<file path="config.mk">
export PLATFORM = sky130hd
export DESIGN_NAME = spike_rate_decoder
export DESIGN_NICKNAME = d
export VERILOG_FILES = /design/src/rtl/spike_decoder_pkg.sv /design/src/rtl/spike_count_fifo.sv /design/src/rtl/spike_rate_decoder.sv
export SDC_FILE = /design/constraint.sdc
export NUM_CORES = 1
export LEC_CHECK = 0
export ABC_AREA = 1
export CORE_MARGIN = 2
export CORE_UTILIZATION = 60
export DETAILED_ROUTE_END_ITERATION = 7
export GPL_ROUTABILITY_DRIVEN = 0
export PLACE_DENSITY = 0.93
export SLEW_MARGIN = 20
export SYNTH_ARGS = -nofsm -noshare
export SYNTH_HDL_FRONTEND = slang
export SYNTH_SLANG_ARGS = --single-unit
</file>
<file path="constraint.sdc">
create_clock -name clk -period 4.23 [get_ports clk]
set_clock_uncertainty 0.2 [all_clocks]
set_input_delay 0.846 -clock clk [delete_from_list [all_inputs] [get_ports clk]]
set_output_delay 0.846 -clock clk [all_outputs]
set_load 0.05 [all_outputs]
</file>
<file path="src/rtl/spike_decoder_pkg.sv">
// Shared types and sizing helpers for the spike-rate decoder and its result FIFO.
package spike_decoder_pkg;

   typedef enum logic {
      IDLE  = 1'b0,
      COUNT = 1'b1
   } state_e;

   localparam int unsigned COUNT_W_DEF = 8;

   typedef logic [COUNT_W_DEF-1:0] count_t;

   function automatic int unsigned ptr_width(input int unsigned depth);
      return (depth > 1) ? $clog2(depth) : 1;
   endfunction

   // Occupancy must represent 0..depth inclusive.
   function automatic int unsigned level_width(input int unsigned depth);
      return $clog2(depth) + 1;
   endfunction

endpackage

</file>
<file path="src/rtl/spike_count_fifo.sv">
// Synchronous result FIFO with a registered head, registered valid/full flags
// and acceptance of a push while full when a pop happens in the same cycle.
module spike_count_fifo
   import spike_decoder_pkg::*;
#(
   parameter int unsigned DATA_W = COUNT_W_DEF,
   parameter int unsigned DEPTH  = 4
) (
   input  logic                          clk,
   input  logic                          rst,
   input  logic                          push_i,
   input  logic [DATA_W-1:0]             push_data_i,
   input  logic                          pop_i,
   output logic                          full_o,
   output logic                          valid_o,
   output logic [level_width(DEPTH)-1:0] level_o,
   output logic [DATA_W-1:0]             head_o
);

   localparam int unsigned PTR_W = ptr_width(DEPTH);
   localparam int unsigned LVL_W = level_width(DEPTH);

   logic [DATA_W-1:0] mem_q [DEPTH];
   logic [PTR_W-1:0]  wr_ptr_q, wr_ptr_d;
   logic [PTR_W-1:0]  rd_ptr_q, rd_ptr_d;
   logic [LVL_W-1:0]  level_q, level_d;
   logic [DATA_W-1:0] head_q, head_d;
   logic              full_q, valid_q;
   logic              do_pop_c, do_push_c;

   always_comb begin
      do_pop_c  = pop_i & valid_q;
      do_push_c = push_i & (~full_q | do_pop_c);
      wr_ptr_d  = do_push_c ? wr_ptr_q + PTR_W'(1) : wr_ptr_q;
      rd_ptr_d  = do_pop_c  ? rd_ptr_q + PTR_W'(1) : rd_ptr_q;
      level_d   = level_q + LVL_W'(do_push_c) - LVL_W'(do_pop_c);
      head_d    = '0;
      // A push into a FIFO that is (or is becoming) empty bypasses the array.
      if (do_push_c && (level_q == LVL_W'(do_pop_c))) begin
         head_d = push_data_i;
      end else if (level_d != '0) begin
         head_d = mem_q[rd_ptr_d];
      end
   end

   always_ff @(posedge clk or posedge rst) begin
      if (rst) begin
         for (int i = 0; i < int'(DEPTH); i++) begin
            mem_q[i] <= '0;
         end
         wr_ptr_q <= '0;
         rd_ptr_q <= '0;
         level_q  <= '0;
         head_q   <= '0;
         full_q   <= 1'b0;
         valid_q  <= 1'b0;
      end else begin
         if (do_push_c) begin
            mem_q[wr_ptr_q] <= push_data_i;
         end
         wr_ptr_q <= wr_ptr_d;
         rd_ptr_q <= rd_ptr_d;
         level_q  <= level_d;
         head_q   <= head_d;
         full_q   <= (level_d == LVL_W'(DEPTH));
         valid_q  <= (level_d != '0);
      end
   end

   assign full_o  = full_q;
   assign valid_o = valid_q;
   assign level_o = level_q;
   assign head_o  = head_q;

endmodule

</file>
<file path="src/rtl/spike_rate_decoder.sv">
// Rate-codes a 1-bit spike train into per-window counts buffered on a valid/ready stream.
// Optional SPIKE_RATE_DECODER_ISI_EN adds last_isi, the latest inter-spike interval.
module spike_rate_decoder
   import spike_decoder_pkg::*;
#(
   parameter int unsigned WINDOW     = 16,
   parameter int unsigned COUNT_W    = 8,
   parameter int unsigned FIFO_DEPTH = 4,
   parameter int unsigned DROP_W     = 8
) (
   input  logic                               clk,
   input  logic                               rst,
   input  logic                               spike_in,
   input  logic                               enable,
   output logic [COUNT_W-1:0]                 out_count,
   output logic                               out_valid,
   input  logic                               out_ready,
   output logic                               overflow,
   output logic [DROP_W-1:0]                  drop_count,
   output logic [level_width(FIFO_DEPTH)-1:0] fifo_level
`ifdef SPIKE_RATE_DECODER_ISI_EN
   ,output logic [15:0]                       last_isi
`endif
);

   localparam int unsigned PHASE_W = (WINDOW > 1) ? $clog2(WINDOW) : 1;
   localparam int unsigned LVL_W   = level_width(FIFO_DEPTH);
   localparam logic [PHASE_W-1:0] LAST_PHASE = PHASE_W'(WINDOW - 1);

   typedef logic [COUNT_W-1:0] win_count_t;

   state_e             state_q;
   logic [PHASE_W-1:0] phase_q;
   win_count_t         acc_q;
   win_count_t         sum_c;
   logic               push_c, pop_c, drop_c;
   logic               fifo_full, fifo_valid;
   logic [LVL_W-1:0]   fifo_lvl;
   win_count_t         fifo_head;
   logic               overflow_q;
   logic [DROP_W-1:0]  drop_q;

   always_comb begin
      sum_c  = (&acc_q) ? acc_q : acc_q + COUNT_W'(spike_in);
      push_c = enable & (state_q == COUNT) & (phase_q == LAST_PHASE);
      pop_c  = fifo_valid & out_ready;
      drop_c = push_c & fifo_full & ~pop_c;
   end

   // Window FSM: entering COUNT counts the entry cycle as sample 0.
   always_ff @(posedge clk or posedge rst) begin
      if (rst) begin
         state_q <= IDLE;
         phase_q <= '0;
         acc_q   <= '0;
      end else begin
         case (state_q)
            IDLE: begin
               if (enable) begin
                  state_q <= COUNT;
                  acc_q   <= sum_c;
                  phase_q <= PHASE_W'(1);
               end
            end
            COUNT: begin
               if (!enable) begin
                  state_q <= IDLE;
                  acc_q   <= '0;
                  phase_q <= '0;
               end else if (phase_q == LAST_PHASE) begin
                  acc_q   <= '0;
                  phase_q <= '0;
               end else begin
                  acc_q   <= sum_c;
                  phase_q <= phase_q + PHASE_W'(1);
               end
            end
         endcase
      end
   end

   always_ff @(posedge clk or posedge rst) begin
      if (rst) begin
         overflow_q <= 1'b0;
         drop_q     <= '0;
      end else if (drop_c) begin
         overflow_q <= 1'b1;
         if (!(&drop_q)) begin
            drop_q <= drop_q + DROP_W'(1);
         end
      end
   end

   spike_count_fifo #(
      .DATA_W (COUNT_W),
      .DEPTH  (FIFO_DEPTH)
   ) u_fifo (
      .clk         (clk),
      .rst         (rst),
      .push_i      (push_c),
      .push_data_i (sum_c),
      .pop_i       (pop_c),
      .full_o      (fifo_full),
      .valid_o     (fifo_valid),
      .level_o     (fifo_lvl),
      .head_o      (fifo_head)
   );

   assign out_count  = fifo_head;
   assign out_valid  = fifo_valid;
   assign fifo_level = fifo_lvl;
   assign overflow   = overflow_q;
   assign drop_count = drop_q;

`ifdef SPIKE_RATE_DECODER_ISI_EN
   logic [15:0] isi_gap_q;
   logic [15:0] isi_d;
   logic        isi_seen_q;
   logic [15:0] last_isi_q;

   assign isi_d = (&isi_gap_q) ? 16'hFFFF : isi_gap_q + 16'd1;

   // Gap counter spans window boundaries; only leaving COUNT (enable low) clears it.
   always_ff @(posedge clk or posedge rst) begin
      if (rst) begin
         isi_gap_q  <= '0;
         isi_seen_q <= 1'b0;
         last_isi_q <= '0;
      end else if (!enable) begin
         isi_gap_q  <= '0;
         isi_seen_q <= 1'b0;
      end else if (spike_in) begin
         if (isi_seen_q) begin
            last_isi_q <= isi_d;
         end
         isi_seen_q <= 1'b1;
         isi_gap_q  <= '0;
      end else if (isi_seen_q && !(&isi_gap_q)) begin
         isi_gap_q <= isi_gap_q + 16'd1;
      end
   end

   assign last_isi = last_isi_q;
`endif

endmodule

</file>
**Yosys cells after proc, flatten, opt, wreduce, memory -nomap -nowiden**

Index checks and enable logic that the tools add are counted.
W data, S select, Z words.

- Flip-flop bits (word level): 71
- Input port bits: 5
- Output and inout bits: 21
- Logic and storage cells: 68

- $add $sub $neg: 7
- Magnitude comparators: 3
- Equality and inequality tests: 4
- Multiplexer cells: 19
- Bitwise operators: 14
- Reductions and logical operators: 6

Operator list:

| cell | number |
|---|---|
| $mux W8 | 9 |
| $bwmux W32 | 1 |
| $bmux W8 S2 | 1 |
| $demux W8 S2 | 1 |
| $pmux W8 S2 | 1 |
| $reduce_and A8 Y1 | 2 |
| $mux W4 | 3 |
| $add A8 B1 Y8 | 1 |
| $add A8 B1 Y8 const B | 1 |
| $pmux W4 S2 | 1 |
| $and A1 B1 Y1 | 7 |
| $ge A3 B3 Y1 const B | 2 |
| $not A2 Y3 | 2 |
| $add A2 B1 Y2 const B | 2 |
| $add A4 B1 Y4 const B | 1 |
| $eq A4 B4 Y1 const B | 1 |
| $not A1 Y1 | 4 |
| $add A3 B1 Y3 | 1 |
| $eq A3 B1 Y1 | 1 |
| $eq A3 B3 Y1 const B | 1 |
| $lt A3 B1 Y1 const B | 1 |
| $reduce_bool A3 Y1 | 1 |
| $sub A3 B1 Y3 | 1 |
| $logic_and A1 B1 Y1 | 2 |
| other kinds (5) | 5 |

**Logic depth before layout (Yosys ltp)**

Gate-level depths: netlist (run 1).

- Word-level depth: 9
- Depth in mapped cells: 14
- Mapped depth without buffers: 14

**Modules after synthesis**

From an unflattened synthesis (run 1), not the netlist that was laid out.

- Cells, all modules: 467
- Area, all modules: 3,858.7 µm²

Modules (own cells, without submodules):

| module | times used | cells an instance | area an instance (µm²) | seq. area each (µm²) |
|---|---|---|---|---|
| spike_count_fifo | 1 | 281 | 2,439.8 | 1,226.2 |
| spike_rate_decoder | 1 | 186 | 1,418.9 | 550.5 |

**Worst setup path after synthesis (run 1)**

No wires, ideal clock.

- Path kind: input -> register
- Start: input port out_ready
- End: register u_fifo.head_q[0], in the netlist u_fifo.head_o[0]
- Setup time: 117 ps
- Arrival: 2,406 ps
- Required time: 3,913 ps
- Slack: 1,508 ps
- Stages on the path: 12
- Path buffers: 0
- Cells stage by stage: nand2_1 inv_1 ha_1 inv_1 ha_1 fa_1 nor2_1 nand3_1 nand2_1 inv_1 nand2_1 nand2_1

- Longest elaborated chain between the ends: 9
- Elaborated cells on any way between the ends: 16
- Those cells by class: 2 x add/sub; 1 x eq/ne; 6 x mux; 5 x bitwise; 2 x reduce/logical

Ends and longest elaborated chain:

| item | line | source |
|---|---|---|
| start, declared | spike_rate_decoder.sv:17 | `input logic out_ready,` |
| $and A1 B1 Y1 * | spike_rate_decoder.sv:46 | `pop_c = fifo_valid & out_ready;` |
| $and A1 B1 Y1 * | spike_count_fifo.sv:32 | `do_pop_c = pop_i & valid_q;` |
| $or A1 B1 Y1 | spike_count_fifo.sv:33 | `do_push_c = push_i & (~full_q \| do_pop_c);` |
| $and A1 B1 Y1 | spike_count_fifo.sv:33 |  |
| $add A3 B1 Y3 | spike_count_fifo.sv:36 | `level_d = level_q + LVL_W'(do_push_c) - LVL_W'(do_pop_c);` |
| $sub A3 B1 Y3 * | spike_count_fifo.sv:36 |  |
| via u_fifo.level_d[1] | spike_count_fifo.sv:26 | `logic [LVL_W-1:0] level_q, level_d;` |
| $reduce_bool A3 Y1 * | spike_count_fifo.sv:41 | `end else if (level_d != '0) begin` |
| $mux W8 * | spike_count_fifo.sv:41 |  |
| $mux W8 * | spike_count_fifo.sv:39 | `if (do_push_c && (level_q == LVL_W'(do_pop_c))) begin` |
| via u_fifo.head_d[0] | spike_count_fifo.sv:27 | `logic [DATA_W-1:0] head_q, head_d;` |
| end signal, assigned | spike_count_fifo.sv:54 | `head_q <= '0;` |
| end signal, assigned | spike_count_fifo.sv:64 | `head_q <= head_d;` |
| end, declared | spike_count_fifo.sv:27 |  |

The timed path passes the listed nets; every way through them passes the cells marked *. The select of a mux whose other input is x is not followed.
A chain may end at the register's enable or synchronous reset.

**Worst setup path in the final report (run 1)**

- Start: input port out_ready
- End: register u_fifo.head_q[2], in the netlist u_fifo.head_o[2]

- Longest elaborated chain between the ends: 9
- Elaborated cells on any way between the ends: 16
- Those cells by class: 2 x add/sub; 1 x eq/ne; 6 x mux; 5 x bitwise; 2 x reduce/logical

Ends and longest elaborated chain:

| item | line |
|---|---|
| $and A1 B1 Y1 * | spike_rate_decoder.sv:46 |
| $and A1 B1 Y1 * | spike_count_fifo.sv:32 |
| $or A1 B1 Y1 / $mux W2 (equally long branches) | spike_count_fifo.sv:33, spike_count_fifo.sv:35 |
| $and A1 B1 Y1 / $not A2 Y3 (equally long branches) | spike_count_fifo.sv:33, spike_count_fifo.sv:42 |
| $add A3 B1 Y3 / $bmux W8 S2 (equally long branches) | spike_count_fifo.sv:36, spike_count_fifo.sv:42 |
| $sub A3 B1 Y3 / $mux W8 (equally long branches) | spike_count_fifo.sv:36, spike_count_fifo.sv:42 |
| $reduce_bool A3 Y1 / $mux W8 (equally long branches) | spike_count_fifo.sv:41, spike_count_fifo.sv:42 |
| $mux W8 | spike_count_fifo.sv:41 |
| $mux W8 * | spike_count_fifo.sv:39 |
| via u_fifo.head_d[2] | spike_count_fifo.sv:27 |

Marks and branches as above.

==> results of run 1 <==
[cell type report]
class                      count  area, sq um  share of cell area, %
timing repair buffer          27          265                   6.32
inverter                      56          215                   5.13
multi-input combinational    323         1600                   38.1
sequential                    71         1780                   42.4
clock buffer                  10          138                   3.28
tap                           75         93.8                   2.24
clock inverter                 6          108                   2.56
[synth_stat cells (2+ instances only)]
cell type    n  area share, %
o21ai_0     12            1.6
a21oi_1      2           0.27
o21ai_2      4           0.96
clkinv_2     2           0.27
dfrtp_1     71             49
o21ai_1      2           0.27
nor2_4       4            1.2
xnor2_1      7            1.7
buf_6        4            1.2
nand3_1     34            4.7
nand2_4      5            1.5
nand2_1    214             22
nand4_1      3           0.51
ha_1        10            3.4
nand2_2      2           0.34
inv_1       53            5.4
clkbuf_1     2           0.21
nor2_1       8           0.82
nand3b_1     5            1.0
[power by group]
group / total [W] / switching, W / internal (W)
Clock: 0.000667 / 0.000262 / 0.000405
Sequential: 0.000796 / 0.0000443 / 0.000751
Combinational: 0.000696 / 0.000502 / 0.000195
[critical path, cell delays in order]
cell and delay, ps:
clkdlybuf4s50_1 480, nand2_1 160, inv_1 90, ha_1 290
inv_1 50, ha_1 190, fa_1 400, inv_1 80
nand3_1 120, nand3_1 140, nand2_1 60, inv_1 240
nand2_1 110, nand2_1 80
[layer usage]
| layer | global-route usage [%] | part of all wire, % | vias up |
|---|---|---|---|
| li1 | - | - | 1473 |
| met1 | 32.9 | 39 | 1494 |
| met2 | 46.7 | 50 | 156 |
| met3 | 5.93 | 7.3 | 36 |
| met4 | 14.2 | 3.3 | 0 |
| met5 | 0 | 0 | - |
[registers in the layout, summed over array words and instances (netlist names)]
register / cells
u_fifo.mem_q: 32
acc_q: 8
drop_count: 8
u_fifo.head_o: 8
phase_q: 4
u_fifo.level_o: 3
u_fifo.rd_ptr_q: 2
u_fifo.wr_ptr_q: 2
overflow: 1
state_q: 1
u_fifo.full_o: 1
u_fifo.valid_o: 1
[stage by stage]
stage               cells  util (%)
floorplan             457         -
global placement      552      67.1
detailed placement    552      67.1
CTS                   568      71.3
global route          568      71.3
finish                568      71.3
[worst max-delay path by stage]
stage,startpoint,endpoint,cells after the start
2_1_floorplan,rst,acc_q[0],1
3_3_place_gp,out_ready,u_fifo.head_o[7],13
3_5_place_dp,enable,u_fifo.head_o[6],13
4_1_cts,out_ready,u_fifo.head_o[4],14
5_1_grt,out_ready,u_fifo.head_o[4],14
6_report,out_ready,u_fifo.head_o[2],14
[logic make-up (layout without fill, tap and decap cells)]
logic type / after synthesis / in the layout / share of synthesized area (%)
adder cells (fa/ha/maj): 11 / 11 / 3.98
flip-flops: 71 / 71 / 48.7
AND/OR/NAND/NOR: 279 / 279 / 33.4
XOR/XNOR: 9 / 9 / 2.36
AO/OA/AOI/OAI: 24 / 24 / 4.04
buffers and inverters: 63 / 99 / 7.54
==> summary.txt, run 1 <==
Hold buffers post-CTS = 0
Pwr/cell area = 515 nW/um^2
Worst endpoint required time = 4330 ps
Pre-Repair DR Iteration Count = 5
Clock Tree Buf Depth = 2
RSZ-0062 raised after global routing = false
Hold WS = 273 ps
Rows = 28
All-Layer GR Usage = 27.5%
Worst Hold Class = register to register
Initial core utilization = 62.0%
CTS Sinks = 71
Maxcap violations = 0
Postcts setup bufs = 0
Ys flop type = dfrtp_1
Routed WL = 8.37 mm
Setup-failing EPs final = 0
Cells after Synth = 457
Remaining routing DRC violations = 0
CTS buffer count = 9
Power, Total = 0.00216 W
Area Overhead vs Synth = 14.9%
Mapped Avg Cell Area = 7.99 sq um
Setup ws final = 994 ps
Largest net degree at the start of global routing = 49
CP Data Arrival Time = 3330 ps
Hold endpoint = overflow
Initial antenna violation count = 0
Hold Path Origin = overflow
Sequential fraction of the synthesis area = 48.7%
Rel. slew slack = 36.0%
Setup CP Type = input port to register
DR vias/cell = 5.56
Gr ovfl total = 0
Core ar. = 5890 sq um
Syn_nets = 473
Design area = 4200 sq um
Hold Fails Final Rpt = 0
Final HPWL DP = 5.60 mm
Post-route ant nets = 0
Maximum VDD drop = 0.390 mV
First-pass GRT wire length = 13.8 mm
Status = finished, final reports clean
Worst Setup End Kind = register
Ports = 26
Fillers = 427
Min Tclk post-route = 3240 ps
Fmax achieved = 309 MHz
Clock slew at reported path FFs = 80 ps
Clk_lat worst skew = 360 ps
Min-Delay Path Depth = 1
Layout cells sized above 1 = 8.52%
Post-synth ARST share = 100%
DIE WIDTH = 82.0 um
R2R depth = 13
DRT iter0 DRCs = 305
Yosys warnings = 0
Via count = 3159
Dpl ws = 699 ps
Die ar. = 6720 sq um
Sum Neg Setup Slack = 0 ps
Commonest non-fill, non-tap cell in the layout = nand2_1
Port bufs = 25
Synth Cell Area = 3650 sq um
CTS Root Cell = clkbuf_8
Pins Over Slew Limit = 0
CTS tree = yes
Chip height = 82.0 um
Worst reg2reg startpoint = phase_q[0]
Post-synth EDFFs = 0
Vias in the first global route = 3059
Most frequent cells in the layout = 214 x nand2_1, 71 x dfrtp_1, 52 x inv_1, 34 x nand3_1, 25 x clkdlybuf4s50_1
Resized cells post-CTS = 0
CP startpoint kind = input port
Final net count = 504
Avg WL per Cell = 14.7 um
Reg2Reg Setup Slack = 1470 ps
# diodes = 0
Flop and latch count out of synthesis = 71
H-tree Lvls = 3
Critical Path Fanout Max = 8
Placed Instance Area = 3950 sq um
Leakage = 2.29 nW
Crit share post-route = 76.5%
Least-Margin Pin Slew = 959 ps
Synth cell types = 32
Worst reg2reg path endpoint = u_fifo.head_o[2]
No activity file was read; power rests on OpenSTA's default activity.
==> inputs of run 2 (changes only) <==
- CORE_UTILIZATION: 60 -> 59
- PLACE_DENSITY: 0.93 -> 0.92
- clock period: 4.23 -> 3 ns (I/O delays scaled with it)
==> run 2 against run 1 <==
Setup slack got worse by 750 ps. Combinational power is 39% higher. Sequential share of layout area decreased by 0.44 points. Global-route usage down 1.4 points. Via count fell by 2.8%. Critical path type unchanged. Largest cell class unchanged. Largest power group unchanged.
==> summary.txt, run 2 (same netlist as run 1, synthesis figures left out) <==
Status = finished, final reports clean
Hold endpoint = overflow
DIE WIDTH = 82.7 um
First-pass GRT wire length = 13.5 mm
Hold Fails Final Rpt = 0
Rows = 28
Worst reg2reg startpoint = u_fifo.valid_o
RSZ-0062 raised after global routing = false
Placed Instance Area = 4010 sq um
CP Data Arrival Time = 2790 ps
Pins Over Slew Limit = 0
CP max stage delay = 460 ps
Postcts setup bufs = 0
Dpl cells = 558
Crit-path cells = clkdlybuf4s50_1 > nand2_1 > inv_1 > ha_1 > inv_1 > ha_1 > fa_1 > nor2_1 > nand3_1 > nand2_1 > inv_2 > nand2_1 > nand2_1
Pwr/cell area = 697 nW/um^2
Most frequent cells in the layout = 214 x nand2_1, 71 x dfrtp_1, 51 x inv_1, 34 x nand3_1, 25 x clkdlybuf4s50_1
Remaining routing DRC violations = 0
Min Tclk post-route = 2760 ps
All-Layer GR Usage = 26.2%
Crit share post-route = 91.9%
Reg power frac = 37.8%
Sum Neg Setup Slack = 0 ps
Clk pwr share = 29.5%
Maxcap violations = 0
Sw Share = 37.1%
Power, Total = 0.00296 W
Final net count = 510
Min-Delay Path Depth = 1
CP top delay family = adder cells
Design area = 4240 sq um
CTS tree = yes
DR vias/cell = 5.35
Max FFs per register = 32
Rel. slew slack = 53.9%
CTS buffer count = 9
Non-Filler Instances = 574
Least-Margin Pin Slew = 690 ps
Port bufs = 25
Vias in the first global route = 3077
Via count = 3071
Maximum VDD drop = 0.461 mV
DRT iter0 DRCs = 253
Worst Setup End Kind = register
Clock slew at reported path FFs = 70 ps
Fillers = 433
Layout cells sized above 1 = 9.82%
Combinational share of power = 32.8%
Power Internal = 0.00186 W
Critical Path Fanout Max = 8
Worst reg2reg path endpoint = u_fifo.head_o[4]
Ports = 26
Sw Pwr = 0.00110 W
Chip height = 82.7 um
H-tree Lvls = 3
Initial core utilization = 61.3%
Clock Tree Buf Depth = 2
Leakage = 2.31 nW
CTS Root Cell = clkbuf_8
Fmax achieved = 363 MHz
CTS Sinks = 71
Hold Path Origin = overflow
Clk_lat worst skew = 340 ps
Pre-Repair DR Iteration Count = 4
CP max-delay cell = fa_1
Routed WL = 7.80 mm
R2R depth = 12
Fin util = 71.2%
Post-route ant nets = 0
Register bank with the most flops = u_fifo.mem_q
CP startpoint kind = input port
Critical Path Most Common Cell = nand2_1
Largest net degree at the start of global routing = 72
Gr ovfl total = 0
Core ar. = 5960 sq um
Final HPWL DP = 5.43 mm
# diodes = 0
Setup-failing EPs final = 0
Crit path buffers/inverters = 4
Avg WL per Cell = 13.6 um
Commonest non-fill, non-tap cell in the layout = nand2_1
Reg2Reg Setup Slack = 490 ps
Area Overhead vs Synth = 16.1%
Initial antenna violation count = 0
Die ar. = 6830 sq um
Setup CP Type = input port to register
Worst endpoint required time = 3040 ps
Worst Hold Class = register to register
==> run 2: worst register-to-register path, cell delays in order (launching register included) <==
cell     delay [ps]
dfrtp_1         430
nand2_1         140
inv_1            80
ha_1            290
inv_1            50
ha_1            180
fa_1            460
nor2_1          160
nand3_1         110
nand2_1         100
inv_2            90
nand2_1          80
nand2_1          60
==> run 2: how the worst max path moves through the flow <==
stage                     cells after the start       from          endpoint
final                                        13  out_ready  u_fifo.head_o[4]
after global routing                         14  out_ready  u_fifo.head_o[5]
after CTS                                    13  out_ready  u_fifo.head_o[0]
after detailed placement                     13  out_ready  u_fifo.head_o[4]
after global placement                       13  out_ready  u_fifo.head_o[5]
after floorplan                               1        rst          acc_q[0]
==> run 2: area by class of cell <==
cell class | count | area [sq um] | share of cell area [%]
Multi-Input combinational cell | 323 | 1600 | 37.7
Tap cell | 75 | 93.8 | 2.21
Timing Repair Buffer | 33 | 323 | 7.62
Clock inverter | 5 | 80.1 | 1.89
Inverter | 56 | 215 | 5.08
Clock buffer | 11 | 151 | 3.57
Sequential cell | 71 | 1780 | 41.9
==> run 2: what timing repair did <==
item / in CTS / in global routing
hold buffers: 0 / 0
setup endpoints to repair: 0 / 4
gates resized for setup: 0 / 1
==> run 2: power groups by stage <==
stage	clock [W]	sequential (W)	combinational (W)
floorplan	0	0.00138	0.000432
global placement	0	0.00113	0.000924
detailed placement	0	0.00113	0.000960
CTS	0.000878	0.00112	0.000963
global route	0.000920	0.00113	0.00106
finish	0.000871	0.00112	0.000969
==> run 2: layer usage <==
layer | vias to the layer above | wire (um) | track usage [%]
met5 | - | 0 | 0
met4 | 0 | 127 | 10.7
met3 | 15 | 466 | 7.39
met2 | 114 | 4020 | 44.6
met1 | 1457 | 3190 | 31.2
li1 | 1485 | - | -
==> run 2: metrics by stage <==
step	setup slack [ps]	hold slack, ps
finish	244	269
global route	74.3	303
CTS	184	272
global placement	-46.3	251
detailed placement	-171	255
floorplan	403	240
==> inputs of run 3 (changes only) <==
- ABC_AREA: 1 -> default
- CORE_UTILIZATION: 59 -> 58
- PLACE_DENSITY: 0.92 -> 0.8
==> run 3 against run 2 <==
Combinational power is 12% higher. Final area decreased by 3.2%. Register-to-register slack got worse by 100 ps. Highest routed layer unchanged. Critical path depth shrank 2. Cell count decreased by 23%. Die area shrank 2.3%. Via count fell by 15%. Wire length shrank 3.6%. Flip-flop and latch count unchanged. Clock power decreased by 26%. Worst hold slack gained 3.1 ps. Setup slack worse by 120 ps.
==> summary.txt, run 3 <==
Placed Instance Area = 3950 sq um
First-pass GRT wire length = 12.5 mm
Register bank with the most flops = u_fifo.mem_q
Pre-Repair DR Iteration Count = 4
Worst reg2reg path endpoint = u_fifo.head_o[2]
Area share of the largest cell type after synthesis = 50.7%
Avg WL per Cell = 17.0 um
Layout cells sized above 1 = 15.3%
Die ar. = 6680 sq um
All-Layer GR Usage = 25.1%
Resized cells post-CTS = 0
Fmax achieved = 347 MHz
DIE WIDTH = 81.7 um
Hold Fails Final Rpt = 0
CTS Sinks = 71
Initial antenna violation count = 0
Most frequent cell after synthesis = dfrtp_1
Flop and latch count out of synthesis = 71
Yosys warnings = 0
Synth Cell Area = 3500 sq um
Synth Area in Adders = 4.14%
Cells after Synth = 317
Area Overhead vs Synth = 17.2%
Hold buffers post-CTS = 0
Hold endpoint = overflow
Synth cell types = 46
Commonest non-fill, non-tap cell in the layout = dfrtp_1
RSZ-0062 raised after global routing = false
Worst reg2reg startpoint = phase_q[0]
Mapped Avg Cell Area = 11.0 sq um
Final net count = 378
Min Tclk post-route = 2880 ps
Most frequent cells in the layout = 71 x dfrtp_1, 36 x nand2_1, 29 x o21ai_0, 25 x clkdlybuf4s50_1, 20 x buf_4
Vias in the first global route = 2650
Clock Tree Buf Depth = 2
Status = finished, final reports clean
CTS tree = yes
DR vias/cell = 5.92
CTS Root Cell = clkbuf_8
Worst Setup End Kind = register
Max FFs per register = 32
# diodes = 0
Final HPWL DP = 5.44 mm
Chip height = 81.7 um
Post-synth EDFFs = 0
R2R depth = 9
Setup ws final = 121 ps
CP startpoint kind = input port
Postcts setup bufs = 0
Clock slew at reported path FFs = 70 ps
Crit share post-route = 96.0%
Largest family of logic cells by synthesized area = compound AO/OA/AOI/OAI gates
Sum Neg Setup Slack = 0 ps
Min-Delay Path Depth = 1
Design area = 4100 sq um
Critical path origin = out_ready
Leakage = 1.88 nW
Reg2Reg Setup Slack = 390 ps
Port bufs = 25
Remaining routing DRC violations = 0
Ys flop type = dfrtp_1
Least-Margin Pin Slew = 736 ps
Core ar. = 5890 sq um
Setup CP Type = input port to register
CTS buffer count = 9
CP Data Arrival Time = 2890 ps
Power, Total = 0.00287 W
Rows = 28
Clk_lat worst skew = 340 ps
Gr ovfl total = 0
Setup-failing EPs final = 0
Synth cell count leaders = 71 x dfrtp_1, 36 x nand2_1, 29 x o21ai_0, 16 x inv_1, 13 x mux2_2
Dpl ws = -223 ps
H-tree Lvls = 3
Maximum VDD drop = 0.535 mV
Largest net degree at the start of global routing = 37
Initial core utilization = 59.5%
Pins Over Slew Limit = 0
Sequential fraction of the synthesis area = 50.7%
Largest area contributor in the netlist = dfrtp_1
Via count = 2609
Simple-Gate Fraction of Synth Area = 14.6%
Post-synth ARST share = 100%
Hold WS = 272 ps
Pwr/cell area = 699 nW/um^2
Top post-synthesis cells by area = dfrtp_1 51%, mux2_2 4.2%, o21ai_0 4.1%
Hold Path Origin = overflow
Syn_nets = 333
Routed WL = 7.52 mm
Post-Synth XOR/XNOR Area = 3.93%
Post-synthesis compound-gate area fraction = 14.8%
Post-synthesis mux area share = 7.90%
Critical Path Fanout Max = 7
Post-route ant nets = 0
Maxcap violations = 0
Ports = 26
Worst Hold Class = register to register
Worst endpoint required time = 3010 ps
Rel. slew slack = 50.7%
DRT iter0 DRCs = 165
run 3: changes by cell type after synthesis, moves of 10 or more:
cell	before	now
inv_1	53	16
mux2_2	0	13
mux2i_1	0	10
nand2_1	214	36
nand3_1	34	9
o21ai_0	12	29
o22ai_1	0	12
run 3: cell type report:
cell class / count / area [sq um]
Fill cell: 469 / 1780
Inverter: 18 / 67.6
Clock inverter: 1 / 5.00
Timing Repair Buffer: 46 / 420
Clock buffer: 14 / 153
Sequential cell: 71 / 1780
Multi-Input combinational cell: 216 / 1590
Tap cell: 75 / 93.8
run 3: kinds of logic (layout without fill, tap and decap cells):
| group | count (synthesis) | in the layout |
|---|---|---|
| fa+ha+maj | 11 | 11 |
| xor+xnor | 14 | 14 |
| buf+inv | 30 | 79 |
| mux | 25 | 25 |
| flops | 71 | 71 |
| compound gates | 74 | 74 |
| simple gates | 92 | 92 |
run 3: layer usage:
layer,share of wire (%),GRT usage [%],up-vias
met5,0,0,-
met3,3.8,6.26,12
met4,2.2,10.5,0
met2,48,40.7,65
li1,-,-,1241
met1,46,32.4,1291
run 3: through the flow:
step	std cells	utilization, %
2_1_floorplan	317	-
3_3_place_gp	426	67.0
3_5_place_dp	426	67.0
4_1_cts	441	69.7
5_1_grt	441	69.7
6_report	441	69.7
run 3: worst max path at each step:
stage,cells past startpoint,endpoint,slack [ps]
floorplan,11,u_fifo.head_o[5],110
global placement,11,u_fifo.head_o[5],-110
detailed placement,11,u_fifo.head_o[1],-220
CTS,11,u_fifo.head_o[1],140
global route,11,u_fifo.head_o[2],20
finish,11,u_fifo.head_o[2],120
run 3: worst max-delay path: stages:
cell             delay, ps
clkdlybuf4s50_1        510
nand2_8                 90
clkinv_1                80
ha_1                   290
inv_1                   40
ha_1                   190
fa_1                   390
xor3_1                 240
nand2_1                100
nand2_1                220
o22ai_1                140
run 3: power by group:
group | leakage (nW) | internal (W) | total [W] | switching [W]
clock | 0.0805 | 0.000318 | 0.000642 | 0.000324
combinational | 0.846 | 0.000440 | 0.00109 | 0.000647
sequential | 0.950 | 0.00106 | 0.00114 | 0.0000820
